## src/rtl/mult_booth_64.sv

```systemverilog
// mult_booth_64 -- iterative 32x32 signed radix-4 Booth multiplier.
//
// Accepts an operand pair on a start pulse, retires two multiplier bits per
// clock for 16 clocks, then presents the 64-bit signed product with a
// one-cycle ready strobe. The product holds until the next completion.
//
// Ports:
//   clock    in   1   system clock, rising edge
//   r        in   1   asynchronous active-low reset
//   start    in   1   request pulse, honoured in IDLE and DONE only
//   a        in  32   multiplicand, signed
//   b        in  32   multiplier, signed
//   busy     out  1   operation in progress
//   ready    out  1   one-cycle strobe, product/ovf valid
//   product  out 64   signed product, registered
//   ovf      out  1   product does not fit in 32-bit signed
//
// Build option: define MULT_OVF_EN to compute and register ovf; when it is
// undefined ovf is tied low and the compare logic is not built.
//
// state | meaning
// IDLE  | waiting for start
// RUN   | one Booth step per clock, 16 steps
// DONE  | product/ovf just written, ready high for this one cycle

module mult_booth_64 #(
  parameter int ITER  = 16,
  parameter int CNT_W = 5
) (
  input  logic        clock,
  input  logic        r,
  input  logic        start,
  input  logic [31:0] a,
  input  logic [31:0] b,
  output logic        busy,
  output logic        ready,
  output logic [63:0] product,
  output logic        ovf
);

  typedef enum logic [1:0] {
    S_IDLE = 2'd0,
    S_RUN  = 2'd1,
    S_DONE = 2'd2
  } state_t;

  state_t             r_state;
  state_t             w_state_nxt;

  logic [31:0]        r_a;
  logic [33:0]        r_acc;
  logic [32:0]        r_mreg;
  logic [CNT_W-1:0]   r_cnt;
  logic [63:0]        r_product;

  logic               w_accept;
  logic               w_last;
  logic [33:0]        w_a_ext;
  logic [33:0]        w_term;
  logic [33:0]        w_sum;
  logic signed [66:0] w_shift;

  assign w_accept = start && ((r_state == S_IDLE) || (r_state == S_DONE));
  assign w_last   = (r_cnt == CNT_W'(ITER - 1));

  // State register
  always_ff @(posedge clock or negedge r) begin
    if (!r) begin
      r_state <= S_IDLE;
    end else begin
      r_state <= w_state_nxt;
    end
  end

  always_comb begin
    w_state_nxt = r_state;
    case (r_state)
      S_IDLE:  if (start) w_state_nxt = S_RUN;
      S_RUN:   if (w_last) w_state_nxt = S_DONE;
      S_DONE:  w_state_nxt = start ? S_RUN : S_IDLE;
      default: w_state_nxt = S_IDLE;
    endcase
  end

  assign busy  = (r_state == S_RUN);
  assign ready = (r_state == S_DONE);

  // Booth recoding of the low three bits of the multiplier shift register.
  // The accumulator carries two guard bits so that +/-2A of -2^31 and the
  // running partial sum never wrap.
  assign w_a_ext = {{2{r_a[31]}}, r_a};

  always_comb begin
    w_term = '0;
    case (r_mreg[2:0])
      3'b001, 3'b010: w_term = w_a_ext;
      3'b011:         w_term = w_a_ext << 1;
      3'b100:         w_term = -(w_a_ext << 1);
      3'b101, 3'b110: w_term = -w_a_ext;
      default:        w_term = '0;
    endcase
  end

  assign w_sum = r_acc + w_term;

  // {accumulator, multiplier shift register} shifted as one signed quantity.
  // After the final step the product sits in bits [64:1]: the bit below is
  // the spent Booth guard bit, the two above are accumulator sign extension.
  assign w_shift = $signed({w_sum, r_mreg}) >>> 2;

  always_ff @(posedge clock or negedge r) begin
    if (!r) begin
      r_a       <= '0;
      r_acc     <= '0;
      r_mreg    <= '0;
      r_cnt     <= '0;
      r_product <= '0;
    end else if (w_accept) begin
      r_a    <= a;
      r_acc  <= '0;
      r_mreg <= {b, 1'b0};
      r_cnt  <= '0;
    end else if (r_state == S_RUN) begin
      r_acc  <= w_shift[66:33];
      r_mreg <= w_shift[32:0];
      r_cnt  <= r_cnt + 1'b1;
      if (w_last) begin
        r_product <= w_shift[64:1];
      end
    end
  end

  assign product = r_product;

`ifdef MULT_OVF_EN
  logic r_ovf;
  logic w_ovf;

  // Fits in 32-bit signed only when product[63:31] is all zeros or all ones.
  assign w_ovf = ~((&w_shift[64:32]) | ~(|w_shift[64:32]));

  always_ff @(posedge clock or negedge r) begin
    if (!r) begin
      r_ovf <= 1'b0;
    end else if ((r_state == S_RUN) && w_last && !w_accept) begin
      r_ovf <= w_ovf;
    end
  end

  assign ovf = r_ovf;
`else
  assign ovf = 1'b0;
`endif

endmodule

```

## config.mk

```make
export PLATFORM = sky130hd
export DESIGN_NAME = mult_booth_64
export DESIGN_NICKNAME = d
export VERILOG_FILES = /design/src/rtl/mult_booth_64.sv
export SDC_FILE = /design/constraint.sdc
export NUM_CORES = 1
export LEC_CHECK = 0
export CAP_MARGIN = 20
export CORE_ASPECT_RATIO = 0.75
export CORE_MARGIN = 8
export CORE_UTILIZATION = 25
export CTS_BUF_LIST = sky130_fd_sc_hd__clkbuf_4 sky130_fd_sc_hd__clkbuf_8 sky130_fd_sc_hd__clkbuf_16
export DETAILED_ROUTE_END_ITERATION = 6
export GPL_TIMING_DRIVEN = 0
export PLACE_DENSITY = 0.45
export SYNTH_ARGS = -nofsm -noshare
export SYNTH_HDL_FRONTEND = slang
export SYNTH_SLANG_ARGS = --single-unit
```

## constraint.sdc

```tcl
create_clock -name clock -period 4.65 [get_ports clock]
set_input_delay 0.93 -clock clock [delete_from_list [all_inputs] [get_ports clock]]
set_output_delay 0.93 -clock clock [all_outputs]
set_load 0.02 [all_outputs]
```

==> impl_results.rst, run 1 <==
.. list-table::
   :header-rows: 1

   * - Metric
     - Value
   * - Count of filler cells inserted in the layout
     - 4066
   * - CTS Buffer Depth
     - 2
   * - Antenna-violating nets left
     - 0
   * - Number of sinks on the clock net
     - 168
   * - Avg Vias per Cell
     - 4.911
   * - Clock slew at reported path FFs
     - 70 ps
   * - Number of storage elements in the synthesis netlist
     - 168
   * - Post-route setup slack
     - -519.8 ps
   * - Total of warnings raised by yosys
     - 0
   * - Commonest cells after routing, fill and taps aside
     - sky130_fd_sc_hd__nand2_1, sky130_fd_sc_hd__dfrtp_1, sky130_fd_sc_hd__clkdlybuf4s50_1
   * - Fraction of the yosys area taken by sequential cells
     - 42.04%
   * - Async set-reset flop share out of synthesis
     - 100.0%
   * - Largest net degree at the start of global routing
     - 86
   * - Synthesized area divided by synthesized cell count
     - 8.673 um^2
   * - Total of buffers placed on input and output ports
     - 132
   * - Routed len/inst
     - 19.03 um
   * - Detailed-route DRC error count
     - 0
   * - Core area
     - 39490 um^2
   * - Fraction of final layout cells sized beyond drive strength 1
     - 15.40%
   * - Area contributors post-synth
     - sky130_fd_sc_hd__dfrtp_1, sky130_fd_sc_hd__nand2_1, sky130_fd_sc_hd__o21ai_0
   * - HPWL after detailed placement
     - 26160 um
   * - Outcome
     - finished, violations left
   * - Area enclosed by the die boundary
     - 46720 um^2
   * - Worst hold-check path type
     - in -> async
   * - First-pass GRT wire length
     - 55280 um
   * - Residual overflow from global routing
     - 0
   * - Final WL
     - 35610 um
   * - Unrepaired setup endpoints after global routing
     - yes
   * - Critical path required time
     - 5020 ps
   * - Multi-input combinational cell area
     - 6025 um^2
   * - Fraction of the cycle the final worst path needs
     - 111.2%
   * - Unique cell type count in the Yosys netlist
     - 76
   * - Root buffer cell
     - sky130_fd_sc_hd__clkbuf_16
   * - Number of global-route vias before repair
     - 9067
   * - Area added between synthesis and finish
     - 35.36%
   * - Post-synthesis instance area
     - 10000 um^2
   * - I/O pin total
     - 134
   * - Height of the die
     - 189.2 um
   * - Setup TNS
     - -6600 ps
   * - Final-stage net count
     - 1442
   * - Final setup viols
     - 31
   * - Category of the worst setup path launch point
     - flop
   * - Worst Max-Slew Pin Slew
     - 902.2 ps
   * - Synth top area share
     - 42.04%
   * - Relative slew slack
     - 39.63%
   * - Slew Viols, Final
     - 0
   * - Number of synthesized flops with an enable pin
     - 0
   * - Width of the die
     - 246.9 um
   * - First drt pass iteration count
     - 5
   * - Worst skew pair latency
     - 450 ps
   * - Starting DRC count in detailed routing
     - 804
   * - Antenna violations before repair
     - 0
   * - FP Rows
     - 63
   * - Syn_nets
     - 1257
   * - Critical path class
     - reg -> reg
   * - Total area of sequential cells
     - 4205 um^2
   * - Clock tree from TritonCTS
     - done
   * - Non-Filler Cell Area, Final
     - 13540 um^2
   * - Highest clock frequency the design can meet
     - 193.4 MHz
   * - Ant. Diodes
     - 0
   * - Type of destination of the critical path
     - flop
   * - Setup clock skew after layout
     - 12.04 ps
   * - Via count
     - 9189
   * - Violated checks
     - negative setup slack
   * - Final Wtd Congestion
     - 0.8751
   * - Shortest period the worst path allows
     - 5170 ps
   * - Synthesized netlist cell count
     - 1153
   * - Starting density of the core
     - 25.32%
   * - Critical Path Fanout Max
     - 8
   * - Global-route usage over all layers
     - 15.16%
   * - Total CTS buffers
     - 17
   * - Maxcap violations
     - 0
   * - Area of placed instances
     - 12020 um^2
   * - Cell type with the largest total area after synthesis
     - sky130_fd_sc_hd__dfrtp_1
   * - Most common cell after layout, fill and taps aside
     - sky130_fd_sc_hd__nand2_1
   * - Hold violation count in the final report
     - 0
   * - H-Tree Depth
     - 4
   * - Ys flop type
     - sky130_fd_sc_hd__dfrtp_1
   * - Worst endpoint data arrival time
     - 5540 ps
[synthesized netlist by cell type, types with 3 or more instances]
library cell,number
sky130_fd_sc_hd__nand2_1,277
sky130_fd_sc_hd__dfrtp_1,168
sky130_fd_sc_hd__o21ai_0,112
sky130_fd_sc_hd__clkbuf_1,62
sky130_fd_sc_hd__nor2_1,61
sky130_fd_sc_hd__a22oi_1,50
sky130_fd_sc_hd__xnor2_1,47
sky130_fd_sc_hd__a21oi_1,37
sky130_fd_sc_hd__ha_1,36
sky130_fd_sc_hd__mux2_2,36
sky130_fd_sc_hd__xor2_1,25
sky130_fd_sc_hd__a21o_1,20
sky130_fd_sc_hd__a221oi_1,20
sky130_fd_sc_hd__nor3_1,18
sky130_fd_sc_hd__inv_1,17
sky130_fd_sc_hd__buf_1,14
sky130_fd_sc_hd__nand3_1,14
sky130_fd_sc_hd__a31oi_1,13
sky130_fd_sc_hd__o211ai_1,9
sky130_fd_sc_hd__o22ai_1,9
sky130_fd_sc_hd__o21bai_1,7
sky130_fd_sc_hd__or3_1,7
sky130_fd_sc_hd__nand2b_1,6
sky130_fd_sc_hd__o21a_1,6
sky130_fd_sc_hd__nor4_1,5
sky130_fd_sc_hd__a211oi_1,4
sky130_fd_sc_hd__and2_1,4
sky130_fd_sc_hd__nand4_1,4
sky130_fd_sc_hd__a21boi_0,3
sky130_fd_sc_hd__and3_1,3
sky130_fd_sc_hd__mux2i_1,3
sky130_fd_sc_hd__nor2b_1,3
sky130_fd_sc_hd__or4_1,3
[state kept, by name, summed over array words and instances (netlist names)]
name	count
r_acc	32
r_mreg	33
r_cnt	5
product	64
r_state	2
r_a	32
[repair_timing]
| action | in CTS | in global routing |
|---|---|---|
| gates resized for setup | 104 | 53 |
| buffers inserted | 25 | 12 |
| hold buffers | 0 | 0 |
| pin swaps | 47 | 52 |
| setup endpoints to repair | 46 | 44 |
[critical path, stage by stage, from the launching register on]
cell and delay, ps:
sky130_fd_sc_hd__dfrtp_1 410, sky130_fd_sc_hd__or3_4 400, sky130_fd_sc_hd__or4b_4 570, sky130_fd_sc_hd__or2_4 270, sky130_fd_sc_hd__nor3_4 250, sky130_fd_sc_hd__nand2_1 140, sky130_fd_sc_hd__xnor2_1 150, sky130_fd_sc_hd__nor2_1 50
sky130_fd_sc_hd__a31oi_1 170, sky130_fd_sc_hd__o221ai_1 240, sky130_fd_sc_hd__ha_1 350, sky130_fd_sc_hd__buf_2 220, sky130_fd_sc_hd__nand3_4 110, sky130_fd_sc_hd__or3_1 360, sky130_fd_sc_hd__o211ai_1 300, sky130_fd_sc_hd__a41o_1 340
sky130_fd_sc_hd__o221ai_2 150, sky130_fd_sc_hd__xnor2_2 200, sky130_fd_sc_hd__or3_1 320, sky130_fd_sc_hd__o21ai_1 80
[logic make-up (layout without fill, tap and decap cells)]
kind of cell	Yosys count	count (layout)	share of synthesized area [%]
buffers and inverters	99	297	3.854
DFF	168	168	42.04
muxes	39	39	4.354
adders and majority gates	37	37	4.705
xor gates and xnor gates	72	72	6.306
AOI/OAI and AO/OA	314	314	20.35
and+or+nand+nor	423	423	18.36
other	1	1	0.03750
[per-layer routing]
layer | GRT usage (%) | part of all wire [%]
met1 | 22.60 | 50
met2 | 22.19 | 44
met3 | 3.562 | 5.4
met4 | 2.465 | 0.63
met5 | 0 | 0
[through the flow]
stage               utilization (%)  hold slack (ps)  cells  setup slack, ps
global placement              30.34            463.5   1805            -4901
global route                  34.27            507.1   1871           -626.3
finish                        34.27            464.7   1871           -519.8
detailed placement            30.42            471.4   1806            -1335
CTS                           33.55            486.2   1863           -469.8
floorplan                         -            449.4   1153            4.939
[final cells by class]
type | count | area share (%)
Clock buffer | 20 | 3.402
Sequential cell | 168 | 31.07
Timing Repair Buffer | 167 | 12.05
Tap cell | 520 | 4.807
Multi-Input combinational cell | 886 | 44.51
Buffer | 79 | 2.413
Inverter | 19 | 0.5269
Clock inverter | 12 | 1.220
[path summary, 6_finish.rpt]
path                            startpoint           to  slack [ps]  depth (start not counted)
worst max-delay path                r_a[1]    r_acc[32]        -520                         19
worst max register to register      r_a[1]    r_acc[32]        -520                         19
max in group asynchronous                r  product[52]        3290                          2
min in group clock                r_cnt[4]     r_cnt[4]         480                          2
worst min register to register    r_cnt[4]     r_cnt[4]         480                          2
worst min-delay path                     r  product[10]         460                          1
Power of run 1 is not shown: default switching activity piles up to over one toggle a cycle in this logic, so the estimate is an artifact.
==> run 2: changes to the inputs <==
--- a/config.mk
+++ b/config.mk
@@ -8,11 +8,11 @@
 export CAP_MARGIN = 20
 export CORE_ASPECT_RATIO = 0.75
 export CORE_MARGIN = 8
-export CORE_UTILIZATION = 25
+export CORE_UTILIZATION = 38
 export CTS_BUF_LIST = sky130_fd_sc_hd__clkbuf_4 sky130_fd_sc_hd__clkbuf_8 sky130_fd_sc_hd__clkbuf_16
 export DETAILED_ROUTE_END_ITERATION = 6
 export GPL_TIMING_DRIVEN = 0
-export PLACE_DENSITY = 0.45
+export PLACE_DENSITY = 0.62
 export SYNTH_ARGS = -nofsm -noshare
 export SYNTH_HDL_FRONTEND = slang
 export SYNTH_SLANG_ARGS = --single-unit
==> run 2 against run 1 <==
Compared with the run above:
- the flow still finishes with violations (negative setup slack)
- sequential share of layout area increased by 0.25 points
- fmax is 2.1% higher
- hold slack worse by 24 ps
- non-clock buffer count is 3 higher
- sequential cell count is the same
- die area down 32%
- wire length down 7.2%
- utilization is 18 points higher
- cell count fell by 9.2%
- clock skew fell by 1.5 ps
- critical path depth down 2
- final area is 0.80% lower
- critical endpoint unchanged
- largest cell class unchanged
==> impl_results.rst, run 2 (synthesized netlist as in run 1, its figures left out) <==
.. list-table::
   :header-rows: 1

   * - Metric
     - Value
   * - Outcome
     - finished, violations left (unchanged)
   * - Violated checks
     - negative setup slack (unchanged)
   * - Post-route setup slack
     - -413.5 ps (was -519.8 ps)
   * - Area enclosed by the die boundary
     - 31820 um^2 (was 46720 um^2)
   * - Category of the worst setup path launch point
     - flop (unchanged)
   * - Most common cell after layout, fill and taps aside
     - sky130_fd_sc_hd__nand2_1 (unchanged)
   * - Met3 wire len
     - 2319 um (was 1906 um)
   * - Highest layer used for signal routing
     - met5 (was met4)
   * - Final Wtd Congestion
     - 0.9165 (was 0.8751)
   * - Relative slew slack
     - 46.70% (was 39.63%)
   * - Largest net degree at the start of global routing
     - 98 (was 86)
   * - Critical path class
     - reg -> reg (unchanged)
   * - Final-stage net count
     - 1445 (was 1442)
   * - Antenna-violating nets left
     - 0 (unchanged)
   * - Avg Vias per Cell
     - 5.488 (was 4.911)
   * - Critical path's top delay family
     - simple AND/OR/NAND/NOR gates (unchanged)
   * - CP bufs+invs
     - 1 (unchanged)
   * - Via count
     - 9319 (was 9189)
   * - Ant. Diodes
     - 0 (unchanged)
   * - Worst slack at placement
     - -1246 ps (was -1335 ps)
   * - CTS Buffer Depth
     - 2 (unchanged)
   * - Worst skew pair latency
     - 440 ps (was 450 ps)
   * - Number of sinks on the clock net
     - 168 (unchanged)
   * - Clock tree from TritonCTS
     - done (unchanged)
   * - Fraction of the cycle the final worst path needs
     - 108.9% (was 111.2%)
   * - Type of destination of the critical path
     - flop (unchanged)
   * - WL met2
     - 14190 um (was 15600 um)
   * - Total CTS buffers
     - 17 (unchanged)
   * - Starting DRC count in detailed routing
     - 750 (was 804)
   * - Routed len/inst
     - 19.47 um (was 19.03 um)
   * - Core area
     - 25910 um^2 (was 39490 um^2)
   * - Total of buffers placed on input and output ports
     - 132 (unchanged)
   * - Maxcap violations
     - 0 (unchanged)
   * - Hold violation count in the final report
     - 0 (unchanged)
   * - Worst hold-check path type
     - in -> async (unchanged)
   * - Slew Viols, Final
     - 0 (unchanged)
   * - Setup TNS
     - -5519 ps (was -6600 ps)
   * - Shortest period the worst path allows
     - 5063 ps (was 5170 ps)
   * - Critical Path Fanout Max
     - 7 (was 8)
   * - First-pass GRT wire length
     - 51610 um (was 55280 um)
   * - Area of placed instances
     - 11800 um^2 (was 12020 um^2)
   * - Ordered list of cells on the worst path
     - or3_4 > or4b_4 > or3b_1 > buf_6 > or4_4 > o21ai_0 > nor2b_1 > a221oi_1 > nor2_2 > ha_1 > a21oi_1 > o21ai_0 > a2111o_1 > o221ai_2 > xnor2_2 > or3_1 > o21ai_1 (was or3_4 > or4b_4 > or2_4 > nor3_4 > nand2_1 > xnor2_1 > nor2_1 > a31oi_1 > o221ai_1 > ha_1 > buf_2 > nand3_4 > or3_1 > o211ai_1 > a41o_1 > o221ai_2 > xnor2_2 > or3_1 > o21ai_1)
   * - Clock slew at reported path FFs
     - 70 ps (about the same)
   * - Non-Filler Cell Area, Final
     - 13430 um^2 (was 13540 um^2)
   * - Critical path required time
     - 5020 ps (about the same)
   * - Root buffer cell
     - sky130_fd_sc_hd__clkbuf_16 (unchanged)
   * - Worst Max-Slew Pin Slew
     - 799.5 ps (was 902.2 ps)
   * - Unrepaired setup endpoints after global routing
     - yes (unchanged)
   * - Final WL
     - 33060 um (was 35610 um)
   * - Detailed-route DRC error count
     - 0 (unchanged)
   * - Slowest cell on the critical path
     - sky130_fd_sc_hd__or4b_4 (unchanged)
   * - Number of hold buffers added after cts
     - 0 (unchanged)
   * - Count of filler cells inserted in the layout
     - 2453 (was 4066)
   * - Crit-path max cell delay
     - 560 ps (was 570 ps)
   * - I/O pin total
     - 134 (unchanged)
   * - Most common cell type on the critical path
     - sky130_fd_sc_hd__o21ai_0 (was sky130_fd_sc_hd__or3_1)
   * - Width of the die
     - 203.3 um (was 246.9 um)
   * - Post-route met1 wirelength
     - 16080 um (was 17880 um)
   * - Residual overflow from global routing
     - 0 (unchanged)
   * - Global-route usage over all layers
     - 20.46% (was 15.16%)
   * - HPWL after detailed placement
     - 23700 um (was 26160 um)
   * - Area added between synthesis and finish
     - 34.27% (was 35.36%)
   * - Setup clock skew after layout
     - 10.49 ps (was 12.04 ps)
   * - FP Rows
     - 51 (was 63)
   * - Worst endpoint data arrival time
     - 5440 ps (was 5540 ps)
   * - Starting density of the core
     - 38.60% (was 25.32%)
   * - Flip-flop count of the largest register, all copies and words added
     - 64 (unchanged)
   * - First drt pass iteration count
     - 5 (unchanged)
   * - Final setup viols
     - 29 (was 31)
   * - H-Tree Depth
     - 4 (unchanged)
   * - Height of the die
     - 156.5 um (was 189.2 um)
   * - Number of global-route vias before repair
     - 9070 (was 9067)
   * - Fraction of final layout cells sized beyond drive strength 1
     - 17.21% (was 15.40%)
   * - Antenna violations before repair
     - 1 (was 0)
   * - Highest clock frequency the design can meet
     - 197.5 MHz (was 193.4 MHz)
   * - Commonest cells after routing, fill and taps aside
     - sky130_fd_sc_hd__nand2_1, sky130_fd_sc_hd__dfrtp_1, sky130_fd_sc_hd__clkdlybuf4s50_1 (unchanged)
-- run 2: cell count changes in the layout (fill, tap and decap cells not counted), moves of 3 or more --
| cell | before | now |
|---|---|---|
| sky130_fd_sc_hd__ha_4 | 6 | 9 |
| sky130_fd_sc_hd__nand2_2 | 3 | 6 |
| sky130_fd_sc_hd__nor2_2 | 0 | 7 |
| sky130_fd_sc_hd__a21oi_2 | 6 | 10 |
| sky130_fd_sc_hd__a21oi_1 | 28 | 24 |
| sky130_fd_sc_hd__buf_4 | 29 | 35 |
| sky130_fd_sc_hd__nor2_1 | 61 | 54 |
-- run 2: routing by layer --
layer,up-vias,GRT usage (%)
met5,-,0
met4,2,4.514
met3,50,3.636
met2,294,29.99
met1,4529,30.74
li1,4444,-
-- run 2: area by class of cell --
type / instances / area [um^2] / area share (%)
timing repair buffer: 172 / 1669 / 12.43
inverter: 19 / 71.32 / 0.5312
clock buffer: 22 / 475.5 / 3.541
clock inverter: 10 / 118.9 / 0.8853
multi-input combinational: 886 / 6132 / 45.67
buffer: 77 / 324.1 / 2.414
sequential: 168 / 4205 / 31.32
tap: 344 / 430.4 / 3.206
-- run 2: path summary, 6_finish.rpt --
kind                       slack, ps           to         from  depth (start not counted)
setup / recovery                -410    r_acc[32]       r_a[1]                         17
hold / removal                   440      r_a[28]            r                          1
setup reg to reg                -410    r_acc[32]       r_a[1]                         17
hold reg to reg                  480  product[48]  product[48]                          2
max in group asynchronous       3280  product[23]            r                          2
min in group clock               480  product[48]  product[48]                          2
-- run 2: timing repair --
item	CTS	global route
gates resized for setup	76	106
cloned	0	0
setup endpoints to repair	40	43
pin swaps	46	54
buffers inserted	26	15
-- run 2: stage by stage --
step	std cells	hold WS, ps	util (%)
finish	1698	440.7	51.83
global route	1698	474.4	51.83
CTS	1687	467.9	49.74
detailed placement	1630	471.4	45.53
global placement	1629	462.7	45.40
floorplan	1153	449.4	-
Power of run 2 is left out for the same reason.
==> run 3: changes to the inputs <==
--- a/config.mk
+++ b/config.mk
@@ -5,6 +5,7 @@
 export SDC_FILE = /design/constraint.sdc
 export NUM_CORES = 1
 export LEC_CHECK = 0
+export ABC_AREA = 1
 export CAP_MARGIN = 20
 export CORE_ASPECT_RATIO = 0.75
 export CORE_MARGIN = 8
==> run 3 against run 2 <==
Compared with the run above:
- the run now ends clean
- critical endpoint is now product[47]
- worst setup slack improved by 1000 ps
- wire length grew 1.5%
- hold slack got worse by 13 ps
- critical path depth is 3 higher
- first-iteration DRC count increased by 22%
- global-route usage grew 0.63 points
- cell count up 13%
- final area is 5.6% lower
- fmax rose by 25%
- sequential share of layout area rose by 1.8 points
==> impl_results.rst, run 3 <==
.. list-table::
   :header-rows: 1

   * - Metric
     - Value
   * - Flip-flop count of the largest register, all copies and words added
     - 64 (unchanged)
   * - Ant. Diodes
     - 0 (unchanged)
   * - Worst endpoint data arrival time
     - 4390 ps (was 5440 ps)
   * - Unique cell type count in the Yosys netlist
     - 46 (was 76)
   * - Root buffer cell
     - sky130_fd_sc_hd__clkbuf_16 (unchanged)
   * - Hold_ws
     - 427.3 ps (was 440.7 ps)
   * - Antenna-violating nets left
     - 0 (unchanged)
   * - Starting DRC count in detailed routing
     - 913 (was 750)
   * - Clock slew at reported path FFs
     - 70 ps (about the same)
   * - Category of the worst setup path launch point
     - flop (unchanged)
   * - Number of gates given a new drive strength after cts
     - 0 (was 76)
   * - Hold violation count in the final report
     - 0 (unchanged)
   * - Non-Filler Cell Area, Final
     - 12680 um^2 (was 13430 um^2)
   * - Fraction of the cycle the final worst path needs
     - 87.29% (was 108.9%)
   * - Detailed-route DRC error count
     - 0 (unchanged)
   * - Global-route usage over all layers
     - 21.09% (was 20.46%)
   * - Most common cell in the netlist
     - sky130_fd_sc_hd__nand2_1 (unchanged)
   * - Critical path required time
     - 4980 ps (was 5020 ps)
   * - Number of synthesized flops with an enable pin
     - 0 (unchanged)
   * - Total CTS buffers
     - 17 (unchanged)
   * - Synth top area share
     - 41.03% (was 42.04%)
   * - Area enclosed by the die boundary
     - 32530 um^2 (was 31820 um^2)
   * - First-pass GRT wire length
     - 53250 um (was 51610 um)
   * - Largest net degree at the start of global routing
     - 94 (was 98)
   * - Total of buffers placed on input and output ports
     - 132 (unchanged)
   * - Fraction of the yosys area taken by sequential cells
     - 41.03% (was 42.04%)
   * - Final setup viols
     - 0 (was 29)
   * - Critical path class
     - reg -> reg (unchanged)
   * - FP Rows
     - 52 (was 51)
   * - Worst Max-Slew Pin Slew
     - 858.6 ps (was 799.5 ps)
   * - Most common cell after layout, fill and taps aside
     - sky130_fd_sc_hd__nand2_1 (unchanged)
   * - First drt pass iteration count
     - 6 (was 5)
   * - Number of sinks on the clock net
     - 168 (unchanged)
   * - CTS Buffer Depth
     - 2 (unchanged)
   * - Area of placed instances
     - 12040 um^2 (was 11800 um^2)
   * - Final-stage net count
     - 1664 (was 1445)
   * - Final WL
     - 33550 um (was 33060 um)
   * - Avg Vias per Cell
     - 5.225 (was 5.488)
   * - Core area
     - 26740 um^2 (was 25910 um^2)
   * - Commonest cells after routing, fill and taps aside
     - sky130_fd_sc_hd__nand2_1, sky130_fd_sc_hd__o21ai_0, sky130_fd_sc_hd__dfrtp_1 (was sky130_fd_sc_hd__nand2_1, sky130_fd_sc_hd__dfrtp_1, sky130_fd_sc_hd__clkdlybuf4s50_1)
   * - Fraction of final layout cells sized beyond drive strength 1
     - 4.704% (was 17.21%)
   * - Number of hold buffers added after cts
     - 0 (unchanged)
   * - Via count
     - 10053 (was 9319)
   * - Worst skew pair latency
     - 440 ps (about the same)
   * - Setup TNS
     - 0 ps (was -5519 ps)
   * - H-Tree Depth
     - 4 (unchanged)
   * - Outcome
     - finished, final reports clean (was finished, violations left)
   * - Worst hold-check path type
     - in -> async (unchanged)
   * - I/O pin total
     - 134 (unchanged)
   * - Syn_nets
     - 1512 (was 1257)
   * - Height of the die
     - 158.2 um (was 156.5 um)
   * - Relative slew slack
     - 42.76% (was 46.70%)
   * - Cell type with the largest total area after synthesis
     - sky130_fd_sc_hd__dfrtp_1 (unchanged)
   * - HPWL after detailed placement
     - 26180 um (was 23700 um)
   * - Synthesized netlist cell count
     - 1408 (was 1153)
   * - Unrepaired setup endpoints after global routing
     - no (was yes)
   * - Total of warnings raised by yosys
     - 0 (unchanged)
   * - Routed len/inst
     - 17.44 um (was 19.47 um)
   * - Width of the die
     - 205.6 um (was 203.3 um)
   * - Number of global-route vias before repair
     - 9394 (was 9070)
   * - Maxcap violations
     - 0 (unchanged)
   * - Area added between synthesis and finish
     - 23.70% (was 34.27%)
   * - Final Non-Filler Cells
     - 1924 (was 1698)
   * - Starting density of the core
     - 38.32% (was 38.60%)
   * - Cell count after placement
     - 1892 (was 1630)
   * - Commonest cells in the netlist
     - sky130_fd_sc_hd__nand2_1, sky130_fd_sc_hd__o21ai_0, sky130_fd_sc_hd__dfrtp_1 (was sky130_fd_sc_hd__nand2_1, sky130_fd_sc_hd__dfrtp_1, sky130_fd_sc_hd__o21ai_0)
   * - Clock tree from TritonCTS
     - done (unchanged)
   * - Number of storage elements in the synthesis netlist
     - 168 (unchanged)
   * - Type of destination of the critical path
     - flop (unchanged)
   * - Residual overflow from global routing
     - 0 (unchanged)
   * - Post-synthesis instance area
     - 10250 um^2 (was 10000 um^2)
   * - Post CTS Setup Buffer Count
     - 0 (was 26)
   * - Critical Path Fanout Max
     - 5 (was 7)
   * - Final Wtd Congestion
     - 0.9590 (was 0.9165)
   * - Setup clock skew after layout
     - 10.70 ps (was 10.49 ps)
   * - Antenna violations before repair
     - 0 (was 1)
   * - Async set-reset flop share out of synthesis
     - 100.0% (unchanged)
   * - Shortest period the worst path allows
     - 4059 ps (was 5063 ps)
   * - Slew Viols, Final
     - 0 (unchanged)
   * - Ys flop type
     - sky130_fd_sc_hd__dfrtp_1 (unchanged)
   * - Synthesized area divided by synthesized cell count
     - 7.278 um^2 (was 8.673 um^2)
   * - Area contributors post-synth
     - sky130_fd_sc_hd__dfrtp_1, sky130_fd_sc_hd__nand2_1, sky130_fd_sc_hd__o21ai_0 (unchanged)
   * - Highest clock frequency the design can meet
     - 246.4 MHz (was 197.5 MHz)
## run 3: cell count changes in the layout (fill, tap and decap cells not counted), moves of 15 or more
cell,delta
sky130_fd_sc_hd__a21o_1,-19
sky130_fd_sc_hd__a21oi_1,+19
sky130_fd_sc_hd__a22oi_1,-44
sky130_fd_sc_hd__buf_4,-34
sky130_fd_sc_hd__clkbuf_1,-19
sky130_fd_sc_hd__inv_1,+139
sky130_fd_sc_hd__mux2_2,-35
sky130_fd_sc_hd__nand2_1,+143
sky130_fd_sc_hd__nand3_1,+91
sky130_fd_sc_hd__nand4_1,+15
sky130_fd_sc_hd__nor2_1,+38
sky130_fd_sc_hd__o21ai_0,+111
sky130_fd_sc_hd__o21ai_1,-26
sky130_fd_sc_hd__xnor2_1,-31
## run 3: final timing paths
| kind | start | to | slack, ps | cells past startpoint |
|---|---|---|---|---|
| min in group clock | product[46] | product[46] | 480 | 2 |
| max in group asynchronous | r | r_a[19] | 3360 | 2 |
| hold reg to reg | product[46] | product[46] | 480 | 2 |
| setup reg to reg | r_a[0] | product[47] | 590 | 20 |
| setup / recovery | r_a[0] | product[47] | 590 | 20 |
| hold / removal | r | product[8] | 430 | 1 |
## run 3: area by class of cell
cell class | count | area (um^2)
clock buffer | 22 | 469.2
multi-input combinational | 1030 | 5216
sequential | 168 | 4204
fill | 2679 | 14060
clock inverter | 10 | 166.4
inverter | 158 | 593.1
timing repair buffer | 133 | 1354
buffer | 52 | 234.0
tap | 351 | 439.2
## run 3: per-stage QoR
stage	setup WS (ps)	utilization, %
after global placement	-4519	44.90
after CTS	661.3	47.40
after global routing	222.6	47.40
final	591.0	47.40
after floorplan	1561	-
after detailed placement	715.3	45.03
## run 3: cells by family after synthesis
group	after synthesis	synth area share, %
adders and majority gates	37	4.591
buffers and inverters	210	8.071
AOI/OAI and AO/OA	291	15.78
DFF	168	41.03
other	1	0.03659
xor gates and xnor gates	27	2.308
and+or+nand+nor	674	28.19
## run 3: critical path, cell delays in order, from the launching register on
cell and delay (ps):
sky130_fd_sc_hd__dfrtp_1 450, sky130_fd_sc_hd__inv_1 180, sky130_fd_sc_hd__ha_1 220, sky130_fd_sc_hd__inv_1 110, sky130_fd_sc_hd__nor3_4 230, sky130_fd_sc_hd__nand2_4 120
sky130_fd_sc_hd__nor2_4 110, sky130_fd_sc_hd__nand2_1 80, sky130_fd_sc_hd__nor2_1 140, sky130_fd_sc_hd__a21oi_1 80, sky130_fd_sc_hd__nand2_1 80, sky130_fd_sc_hd__o2111ai_1 300
sky130_fd_sc_hd__ha_1 470, sky130_fd_sc_hd__a21oi_1 280, sky130_fd_sc_hd__o21ai_0 210, sky130_fd_sc_hd__a21oi_1 210, sky130_fd_sc_hd__nand2_1 90, sky130_fd_sc_hd__a21oi_1 320
sky130_fd_sc_hd__nand2_1 120, sky130_fd_sc_hd__nand3_1 120, sky130_fd_sc_hd__nand2_1 60
## run 3: routing by layer
| metal | routed length [um] | up-vias | track usage, % |
|---|---|---|---|
| li1 | - | 4944 | - |
| met1 | 16990 | 4736 | 32.73 |
| met2 | 13720 | 342 | 29.36 |
| met3 | 2477 | 31 | 4.315 |
| met4 | 360 | 0 | 4.246 |
| met5 | 0 | - | 0 |
Power of run 3 is left out for the same reason.
